--- src/rtl/regfile_write_arbiter.sv ---
// Single write-port owner for the 32x32 register file: clears every register
// after reset, then arbitrates ALU writeback (req0) and load unit (req1) round-robin.
module regfile_write_arbiter #(
  parameter int                DATA_W     = 32,
  parameter int                ADDR_W     = 5,
  parameter int                DEPTH      = 32,
  parameter logic [DATA_W-1:0] INIT_VALUE = '0,
  parameter bit                ZERO_REG   = 1'b1
) (
  input  logic              clk,
  input  logic              rst,
  input  logic              req0_valid,
  input  logic [ADDR_W-1:0] req0_addr,
  input  logic [DATA_W-1:0] req0_data,
  output logic              req0_ready,
  input  logic              req1_valid,
  input  logic [ADDR_W-1:0] req1_addr,
  input  logic [DATA_W-1:0] req1_data,
  output logic              req1_ready,
  output logic [DATA_W-1:0] rf_wd3,
  output logic [ADDR_W-1:0] rf_aw,
  output logic              rf_wr,
  output logic              rf_en,
  output logic              init_done
);

  typedef enum logic {S_INIT, S_RUN} state_t;

  localparam logic [ADDR_W-1:0] LAST_PTR = ADDR_W'(DEPTH - 1);

  state_t            state, state_nxt;
  logic [ADDR_W-1:0] ptr;
  logic              last_grant;
  logic              grant0, grant1;
  logic              xfer0, xfer1, xfer;
  logic [ADDR_W-1:0] sel_addr;
  logic [DATA_W-1:0] sel_data;
  logic              sel_discard;

  always_ff @(posedge clk) begin
    if (rst) state <= S_INIT;
    else     state <= state_nxt;
  end

  always_comb begin
    state_nxt = state;
    if (state == S_INIT && ptr == LAST_PTR) state_nxt = S_RUN;
  end

  // On a tie the requester that did not win last time is granted.
  always_comb begin
    grant0 = 1'b0;
    grant1 = 1'b0;
    if (state == S_RUN && !rst) begin
      if (req0_valid && req1_valid) begin
        grant0 = last_grant;
        grant1 = !last_grant;
      end else begin
        grant0 = req0_valid;
        grant1 = req1_valid;
      end
    end
  end

  assign req0_ready  = grant0;
  assign req1_ready  = grant1;
  assign xfer0       = req0_valid && grant0;
  assign xfer1       = req1_valid && grant1;
  assign xfer        = xfer0 || xfer1;
  assign sel_addr    = xfer1 ? req1_addr : req0_addr;
  assign sel_data    = xfer1 ? req1_data : req0_data;
  assign sel_discard = ZERO_REG && (sel_addr == '0);

  // Write-port register stage: one cycle from accept to strobe.
  always_ff @(posedge clk) begin
    if (rst) begin
      ptr        <= '0;
      last_grant <= 1'b1;
      rf_wd3     <= '0;
      rf_aw      <= '0;
      rf_wr      <= 1'b0;
      rf_en      <= 1'b0;
      init_done  <= 1'b0;
    end else begin
      rf_en <= 1'b1;
      if (state == S_INIT) begin
        rf_wr  <= 1'b1;
        rf_aw  <= ptr;
        rf_wd3 <= INIT_VALUE;
        ptr    <= ptr + 1'b1;
        if (ptr == LAST_PTR) init_done <= 1'b1;
      end else begin
        rf_wr <= xfer && !sel_discard;
        if (xfer) begin
          rf_aw      <= sel_addr;
          rf_wd3     <= sel_data;
          last_grant <= xfer1;
        end
      end
    end
  end

endmodule
--- config.mk ---
export PLATFORM = sky130hd
export DESIGN_NAME = regfile_write_arbiter
export DESIGN_NICKNAME = d
export VERILOG_FILES = /design/src/rtl/regfile_write_arbiter.sv
export SDC_FILE = /design/constraint.sdc
export NUM_CORES = 1
export LEC_CHECK = 0
export CAP_MARGIN = 25
export CORE_MARGIN = 2
export CORE_UTILIZATION = 34
export DETAILED_ROUTE_END_ITERATION = 7
export PLACE_DENSITY = 0.72
export SYNTH_ARGS = -nofsm -noshare
export SYNTH_HDL_FRONTEND = slang
export SYNTH_SLANG_ARGS = --single-unit
--- constraint.sdc ---
create_clock -name clk -period 4.1 [get_ports clk]
set_input_delay 0.82 -clock clk [delete_from_list [all_inputs] [get_ports clk]]
set_output_delay 0.82 -clock clk [all_outputs]
set_load 0.01 [all_outputs]
==> impl_results.md, run 1 <==
- Outcome: completed
- Slowest cell delay on critical path: 530 ps
- # resized after CTS: 0
- Filler cell count in the final layout: 545
- Arrival @ worst endpoint: 2370 ps
- Mapped cell area: 0.00203 mm^2
- Global route overflow: 0
- Critical path class: in2out
- DRT Pass-1 Iters: 4
- Cell variety after synth: 26
- Crit end category: primary output
- Row Count: 28
- Vias: 1950
- Peak Freq: 0.313 GHz
- WP data required: 3280 ps
- Leakage power: 1.51 nW
- Share of cells above drive strength 1: 0.0545
- Die Wd: 81.4 um
- Ys Warns: 0
- Drt drc: 0
- ANT cells: 0
- Syn nets: 294
- Top_reg_cell synth: dfxtp_1
- CP Launch Type: primary input
- Hold/Removal Path Class: reg2reg
- CTS Buf Count: 5
- Nets@finish: 409
- Final hold vios: 0
- Root buffer cell: clkbuf_8
- Pwr dens: 261 mW/mm^2
- Most frequent cells in the layout: 119 x clkdlybuf4s50_1, 46 x dfxtp_1, 39 x mux2i_1, 33 x a21oi_1, 28 x o21ai_1
- Max_slew headroom: 0.511
- Slowest CP cell: clkdlybuf4s50_1
- Initial antenna violation count: 0
- Vias per cell: 4.81
- Hold path cells: 2
- Wire length per cell: 12.9 um
- Max Slew Vio Count: 0
- Die Ht: 81.4 um
- Worst Skew: 6.73 ps
- Clock Pin Slew Worst Setup and Hold Paths: 80 ps
- RSZ-0062 raised after global routing: false
- Synth-to-layout area growth: 66.2%
- # Max-Cap Violations: 0
- Crit Path Max Fanout: 21
- Post-layout min period: 3190 ps
- CTS tree: yes
- Post-Synthesis Cells: 214
- Crit-path cells: clkdlybuf4s50_1 -> nor2b_2 -> buf_4 -> and3_1 -> clkdlybuf4s50_1
- Number of global-route vias before repair: 1828
- Worst Tran Pin Value: 726 ps
- Worst-Skew Late Latency: 290 ps
- Largest net degree at the start of global routing: 40
- Drt first-iter violations: 72
- CTS sink cnt: 46
- Post-Layout Cell Count: 405
- Seq/Total Area, Yosys: 0.453
- R2r worst-path depth: 7
- Starting Density: 0.348
- Yosys reg bits: 46
- Avg Inst Size Synth: 9.51 um^2
- Post-Route Setup TNS: 0 ps
- DP Wirelength: 3880 um
- Final period util: 0.778
- Remaining antenna violation count: 0
- GPL Wtd Cong: 0.760
- Post-CTS Setup Inserts: 0
- First-pass GRT wire length: 8110 um
- Async set-or-reset flop fraction in the synthesized netlist: 0
- # setup viols final: 0
- Max clock buf depth: 2
- Top-Level Pins: 120
- Port Buffers: 119
- DIE AREA: 0.00662 mm^2
- H-tree depth: 2
- Total Routed Length: 5220 um
- GRT Total Usage: 0.158
- Cell count after placement: 397
- Post-synth EDFFs: 0
- CTS Hold Bufs: 0
- Commonest non-fill, non-tap cell in the layout: clkdlybuf4s50_1
- CORE AREA: 0.00585 mm^2
- Crit-path most repeated cell: clkdlybuf4s50_1
- Highest ir drop seen on vdd: 170 uV
-- kinds of logic after synthesis --
logic type | synth area share
xor+xnor | 0.00861
fa+ha+maj | 0.0123
mux | 0.199
simple gates | 0.0732
buf+inv | 0.0517
flops | 0.453
compound gates | 0.202
-- layout make-up --
type | instances | area, um^2 | share of cell area
clock buffers | 8 | 110 | 0.0326
inverters | 2 | 7.51 | 0.00222
multi-input cells | 149 | 1010 | 0.299
flip-flops and latches | 46 | 921 | 0.272
well taps | 75 | 93.8 | 0.0278
repair buffers | 125 | 1240 | 0.366
-- final timing paths --
| kind | startpoint | to | slack (ps) |
|---|---|---|---|
| setup / recovery | rst | req0_ready | 910 |
| hold / removal | last_grant | last_grant | 500 |
| setup reg to reg | state | rf_wd3[1] | 1830 |
| hold reg to reg | last_grant | last_grant | 500 |
-- where the power goes --
group          leakage (nW)  switching [W]  total, W  internal [W]
registers             0.372     0.00000350  0.000455      0.000452
clock network        0.0575       0.000146  0.000316      0.000170
logic                  1.08      0.0000279  0.000110     0.0000826
total                  1.51       0.000177  0.000881      0.000705
-- registers in the layout, summed over array words and instances (netlist names) --
| register | flops |
|---|---|
| rf_wr | 1 |
| state | 1 |
| rf_wd3 | 32 |
| ptr | 5 |
| rf_aw | 5 |
| last_grant | 1 |
| rf_en | 1 |
-- worst max-delay path, delay by kind of cell --
| family | cells | cell delay [ps] |
|---|---|---|
| and+or+nand+nor | 2 | 340 |
| buffers and inverters | 3 | 1210 |
-- metrics by stage --
step	utilization	cell area [um^2]	hold slack, ps	power (W)	worst slack [ps]
final	0.578	3380	504	0.000881	908
after global routing	0.578	3380	547	0.000918	839
after CTS	0.578	3380	511	0.000894	900
after detailed placement	0.559	3270	489	0.000577	912
after global placement	0.559	3270	471	0.000576	925
after floorplan	-	2030	444	0.000490	1840
-- cells in the mapped netlist (2+ instances only) --
cell	count	area [um^2]
dfxtp_1	46	921
mux2i_1	39	390
a21oi_1	33	165
o21ai_1	28	140
nor2_1	8	30.0
nor2b_1	8	50.1
buf_2	6	30.0
o21ai_0	6	30.0
o22ai_1	6	37.5
a31oi_1	5	31.3
buf_4	5	37.5
clkbuf_1	5	18.8
and3_1	2	12.5
ha_1	2	25.0
inv_1	2	7.51
nand2_1	2	7.51
or4_1	2	15.0
-- metal layers --
| metal | share of wire | track usage | up-vias | routed length, um |
|---|---|---|---|---|
| met1 | 0.41 | 0.176 | 864 | 2150 |
| met2 | 0.49 | 0.274 | 69 | 2560 |
| met5 | 0 | 0 | - | 0 |
| met4 | 0.015 | 0.0661 | 0 | 78 |
| li1 | - | - | 1010 | - |
| met3 | 0.082 | 0.0511 | 7 | 428 |
Note: power is estimated with default switching activity, not from simulation.
==> run 2: changes to the inputs <==
- PLACE_DENSITY: 0.72 -> 0.75
- clock period: 4.1 -> 2.76 ns (I/O delays scaled with it)
==> impl_results.md, run 2 (synthesized netlist as in run 1, its figures left out) <==
- Outcome: completed
- Drt drc: 0
- Post-CTS Setup Inserts: 0
- Worst flop-to-flop path endpoint: rf_wr
- Max_slew headroom: 0.553
- Hold path cells: 2
- Crit end category: primary output
- GRT Total Usage: 0.156
- R2r worst-path depth: 5
- Crit Reg-Reg Startpoint: state
- CP Launch Type: primary input
- Root buffer cell: clkbuf_8
- Most frequent cells in the layout: 119 x clkdlybuf4s50_1, 46 x dfxtp_1, 39 x mux2i_1, 33 x a21oi_1, 28 x o21ai_1
- Flop pwr share: 0.540
- Largest register by flop count: rf_wd3
- DIE AREA: 0.00662 mm^2
- Die Ht: 81.4 um
- DP Wirelength: 3900 um
- Placement Setup Slack: 237 ps
- Vias: 1928
- Nets@finish: 411
- Worst Tran Pin Value: 663 ps
- # resized after CTS: 0
- Worst-Skew Late Latency: 290 ps
- Share of cells above drive strength 1: 0.0572
- H-tree depth: 2
- Final hold vios: 0
- Filler cell count in the final layout: 505
- Total Routed Length: 5220 um
- Hold path startpoint: last_grant
- ANT cells: 0
- CTS sink cnt: 46
- Hold/Removal Path Class: reg2reg
- Remaining antenna violation count: 0
- Leakage power: 1.51 nW
- Gate power share: 0.131
- Clock network fraction of design power: 0.329
- Largest registers: rf_wd3 x32, ptr x5, rf_aw x5
- Switch Pwr: 0.000257 W
- Max Slew Vio Count: 0
- CTS Hold Bufs: 0
- CORE AREA: 0.00585 mm^2
- Crit Path Max Fanout: 4
- RSZ-0062 raised after global routing: false
- Flop-to-flop setup slack: 1120 ps
- Wire length per cell: 12.8 um
- DRT Pass-1 Iters: 4
- Initial antenna violation count: 0
- Final period util: 0.913
- First-pass GRT wire length: 8020 um
- Post-layout min period: 2520 ps
- Number of global-route vias before repair: 1814
- Top-Level Pins: 120
- # setup viols final: 0
- Peak Freq: 0.397 GHz
- WP data required: 2210 ps
- Max reg flops: 32
- Post-Route Setup TNS: 0 ps
- Post-route setup slack: 239 ps
- Int Power: 0.000997 W
- Arrival @ worst endpoint: 1970 ps
- Critical path class: in2out
- Hold endpoint: last_grant
- Row Count: 28
- Drt first-iter violations: 70
- Synth-to-layout area growth: 66.0%
- Global route overflow: 0
- Switching share of power: 0.205
- Die Wd: 81.4 um
- CTS tree: yes
- Vias per cell: 4.74
- Largest net degree at the start of global routing: 40
- CTS Buf Count: 5
- GPL Wtd Cong: 0.749
- Finished Core Util: 0.577
- Worst Skew: 7.51 ps
- Port Buffers: 119
- Commonest non-fill, non-tap cell in the layout: clkdlybuf4s50_1
- Pwr dens: 371 mW/mm^2
- Clock Pin Slew Worst Setup and Hold Paths: 80 ps
- Starting Density: 0.348
- Highest ir drop seen on vdd: 215 uV
- # Max-Cap Violations: 0
- Max clock buf depth: 2
==> run 2: area by class of cell <==
| cell class | instances | area [um^2] | area share |
|---|---|---|---|
| clock buffer | 7 | 86.3 | 0.0256 |
| tap | 75 | 93.8 | 0.0278 |
| sequential | 46 | 921 | 0.273 |
| timing repair buffer | 127 | 1250 | 0.371 |
| multi-input combinational | 149 | 1010 | 0.300 |
| inverter | 2 | 7.51 | 0.00222 |
| clock inverter | 1 | 5.00 | 0.00148 |
==> run 2: worst max path at each step <==
stage | startpoint | end | cells after the start
floorplan | rst | req1_ready | 5
global placement | rst | req0_ready | 4
detailed placement | rst | req0_ready | 4
CTS | rst | req0_ready | 4
global route | rst | req0_ready | 4
finish | rst | req0_ready | 4
==> run 2: through the flow <==
step,total power (W),hold WS (ps),instances,area (um^2)
CTS,0.00128,496,407,3380
finish,0.00125,494,407,3380
global route,0.00131,515,407,3380
global placement,0.000856,474,399,3290
detailed placement,0.000858,474,399,3290
floorplan,0.000728,444,214,2030
==> run 2: metal layers <==
metal	vias up	wire length [um]	share of wire	global-route usage
met3	2	510	0.098	0.0622
met5	-	0	0	0
met2	71	2450	0.47	0.260
met4	0	40	0.0077	0.0525
li1	1011	-	-	-
met1	844	2210	0.42	0.182
==> run 2: worst max-delay path, cell delays in order <==
cell and delay [ps]:
clkdlybuf4s50_1 440, nor2b_2 250, and3_1 200, clkdlybuf4s50_1 530
==> run 2: power by group through the flow <==
| stage | combinational, W | sequential, W | clock, W |
|---|---|---|---|
| after CTS | 0.000166 | 0.000677 | 0.000433 |
| after detailed placement | 0.000166 | 0.000692 | 0 |
| final | 0.000164 | 0.000676 | 0.000413 |
| after global routing | 0.000178 | 0.000678 | 0.000458 |
| after global placement | 0.000164 | 0.000692 | 0 |
| after floorplan | 0.0000352 | 0.000693 | 0 |
==> run 3: changes to the inputs <==
- CELL_PAD_IN_SITES_DETAIL_PLACEMENT: not set -> 0
- CELL_PAD_IN_SITES_GLOBAL_PLACEMENT: not set -> 1
- CORE_UTILIZATION: 34 -> 24
- PLACE_DENSITY: 0.75 -> 0.74
==> impl_results.md, run 3 (synthesized netlist as in run 1, its figures left out) <==
- Outcome: completed
- Worst Tran Pin Value: 744 ps
- Slowest CP cell: clkdlybuf4s50_1
- Vias per cell: 4.53
- Hold/Removal Path Class: reg2reg
- Crit-path most repeated cell: clkdlybuf4s50_1
- Clock Pin Slew Worst Setup and Hold Paths: 90 ps
- Initial antenna violation count: 0
- Commonest non-fill, non-tap cell in the layout: clkdlybuf4s50_1
- Drt drc: 0
- CORE AREA: 0.00822 mm^2
- Arrival @ worst endpoint: 1970 ps
- CTS sink cnt: 46
- Leakage power: 1.51 nW
- Die Ht: 96.1 um
- # Max-Cap Violations: 0
- Vias: 1976
- Max_slew headroom: 0.499
- Largest registers: rf_wd3 x32, ptr x5, rf_aw x5
- Largest net degree at the start of global routing: 59
- # setup viols final: 0
- Nets@finish: 410
- Wire length per cell: 13.2 um
- Area of the multi-input gates: 0.00101 mm^2
- Die Wd: 96.1 um
- Post-layout min period: 2530 ps
- Max clock buf depth: 2
- Drt first-iter violations: 31
- Number of global-route vias before repair: 1784
- H-tree depth: 2
- Most frequent cells in the layout: 119 x clkdlybuf4s50_1, 46 x dfxtp_1, 39 x mux2i_1, 33 x a21oi_1, 28 x o21ai_1
- Port Buffers: 119
- Slowest cell delay on critical path: 530 ps
- ANT cells: 0
- Max Slew Vio Count: 0
- Worst Skew: 10.0 ps
- Final hold vios: 0
- DRT Pass-1 Iters: 4
- Post-Route Setup TNS: 0 ps
- CTS Buf Count: 5
- Critical path class: in2out
- Starting Density: 0.248
- Post-CTS Setup Inserts: 0
- Peak Freq: 0.396 GHz
- Total Routed Length: 5750 um
- Share of cells above drive strength 1: 0.0574
- Hold slack: 509 ps
- Final period util: 0.915
- # resized after CTS: 0
- DP Wirelength: 4310 um
- Storage cell area: 921 um^2
- WP data required: 2210 ps
- GPL Wtd Cong: 0.764
- RSZ-0062 raised after global routing: false
- GRT Total Usage: 0.118
- Filler cell count in the final layout: 828
- Row Count: 33
- First-pass GRT wire length: 8380 um
- Synth-to-layout area growth: 68.8%
- CTS tree: yes
- Remaining antenna violation count: 0
- Crit Path Max Fanout: 4
- Crit-path cells: clkdlybuf4s50_1 -> nor2b_2 -> and3_1 -> clkdlybuf4s50_1
- Largest register by flop count: rf_wd3
- DIE AREA: 0.00923 mm^2
- Pwr dens: 378 mW/mm^2
- CTS Hold Bufs: 0
- Root buffer cell: clkbuf_8
- Crit end category: primary output
- Max reg flops: 32
- Global route overflow: 0
- CP Launch Type: primary input
- Highest ir drop seen on vdd: 166 uV
- Worst-Skew Late Latency: 290 ps
- Top-Level Pins: 120
==> run 3: changes by cell type in the layout (fill, tap and decap cells not counted), sizes merged <==
cell	delta
buf	-1
==> run 3: layer usage <==
| layer | up-vias | GRT usage | routed length, um |
|---|---|---|---|
| li1 | 1014 | - | - |
| met1 | 888 | 0.138 | 2380 |
| met2 | 72 | 0.199 | 2820 |
| met3 | 2 | 0.0470 | 510 |
| met4 | 0 | 0.0321 | 29 |
| met5 | - | 0 | 0 |
==> run 3: final cells by class <==
cell class              instances  area share
repair buffers                126       0.366
multi-input cells             149       0.295
flip-flops and latches         46       0.268
well taps                     105      0.0383
clock buffers                   7      0.0281
clock inverters                 1     0.00255
inverters                       2     0.00219
==> run 3: power by group <==
group,leakage (nW),internal (W),switching [W],total (W)
logic,1.09,0.000124,0.0000426,0.000166
registers,0.372,0.000671,0.00000524,0.000676
clock network,0.0544,0.000230,0.000225,0.000455
==> run 3: worst max-delay path, delay by kind of cell <==
family	cells	cell delay (ps)
buffers and inverters	2	980
AND/OR/NAND/NOR	2	440
==> run 3: path summary, 6_finish.rpt <==
kind	startpoint	end	slack, ps	cells after the start
hold / removal	last_grant	last_grant	510	2
setup / recovery	rst	req0_ready	230	4
hold reg to reg	last_grant	last_grant	510	2
setup reg to reg	state	rf_wd3[1]	1040	6
==> run 3: per-stage QoR <==
| stage | worst slack (ps) | utilization | power [W] | cell area, um^2 | std cells |
|---|---|---|---|---|---|
| after floorplan | 1030 | - | 0.000728 | 2030 | 214 |
| after global placement | 226 | 0.405 | 0.000859 | 3330 | 428 |
| after detailed placement | 225 | 0.405 | 0.000860 | 3330 | 428 |
| after CTS | 215 | 0.418 | 0.00132 | 3430 | 436 |
| after global routing | 153 | 0.418 | 0.00137 | 3430 | 436 |
| final | 235 | 0.418 | 0.00130 | 3430 | 436 |
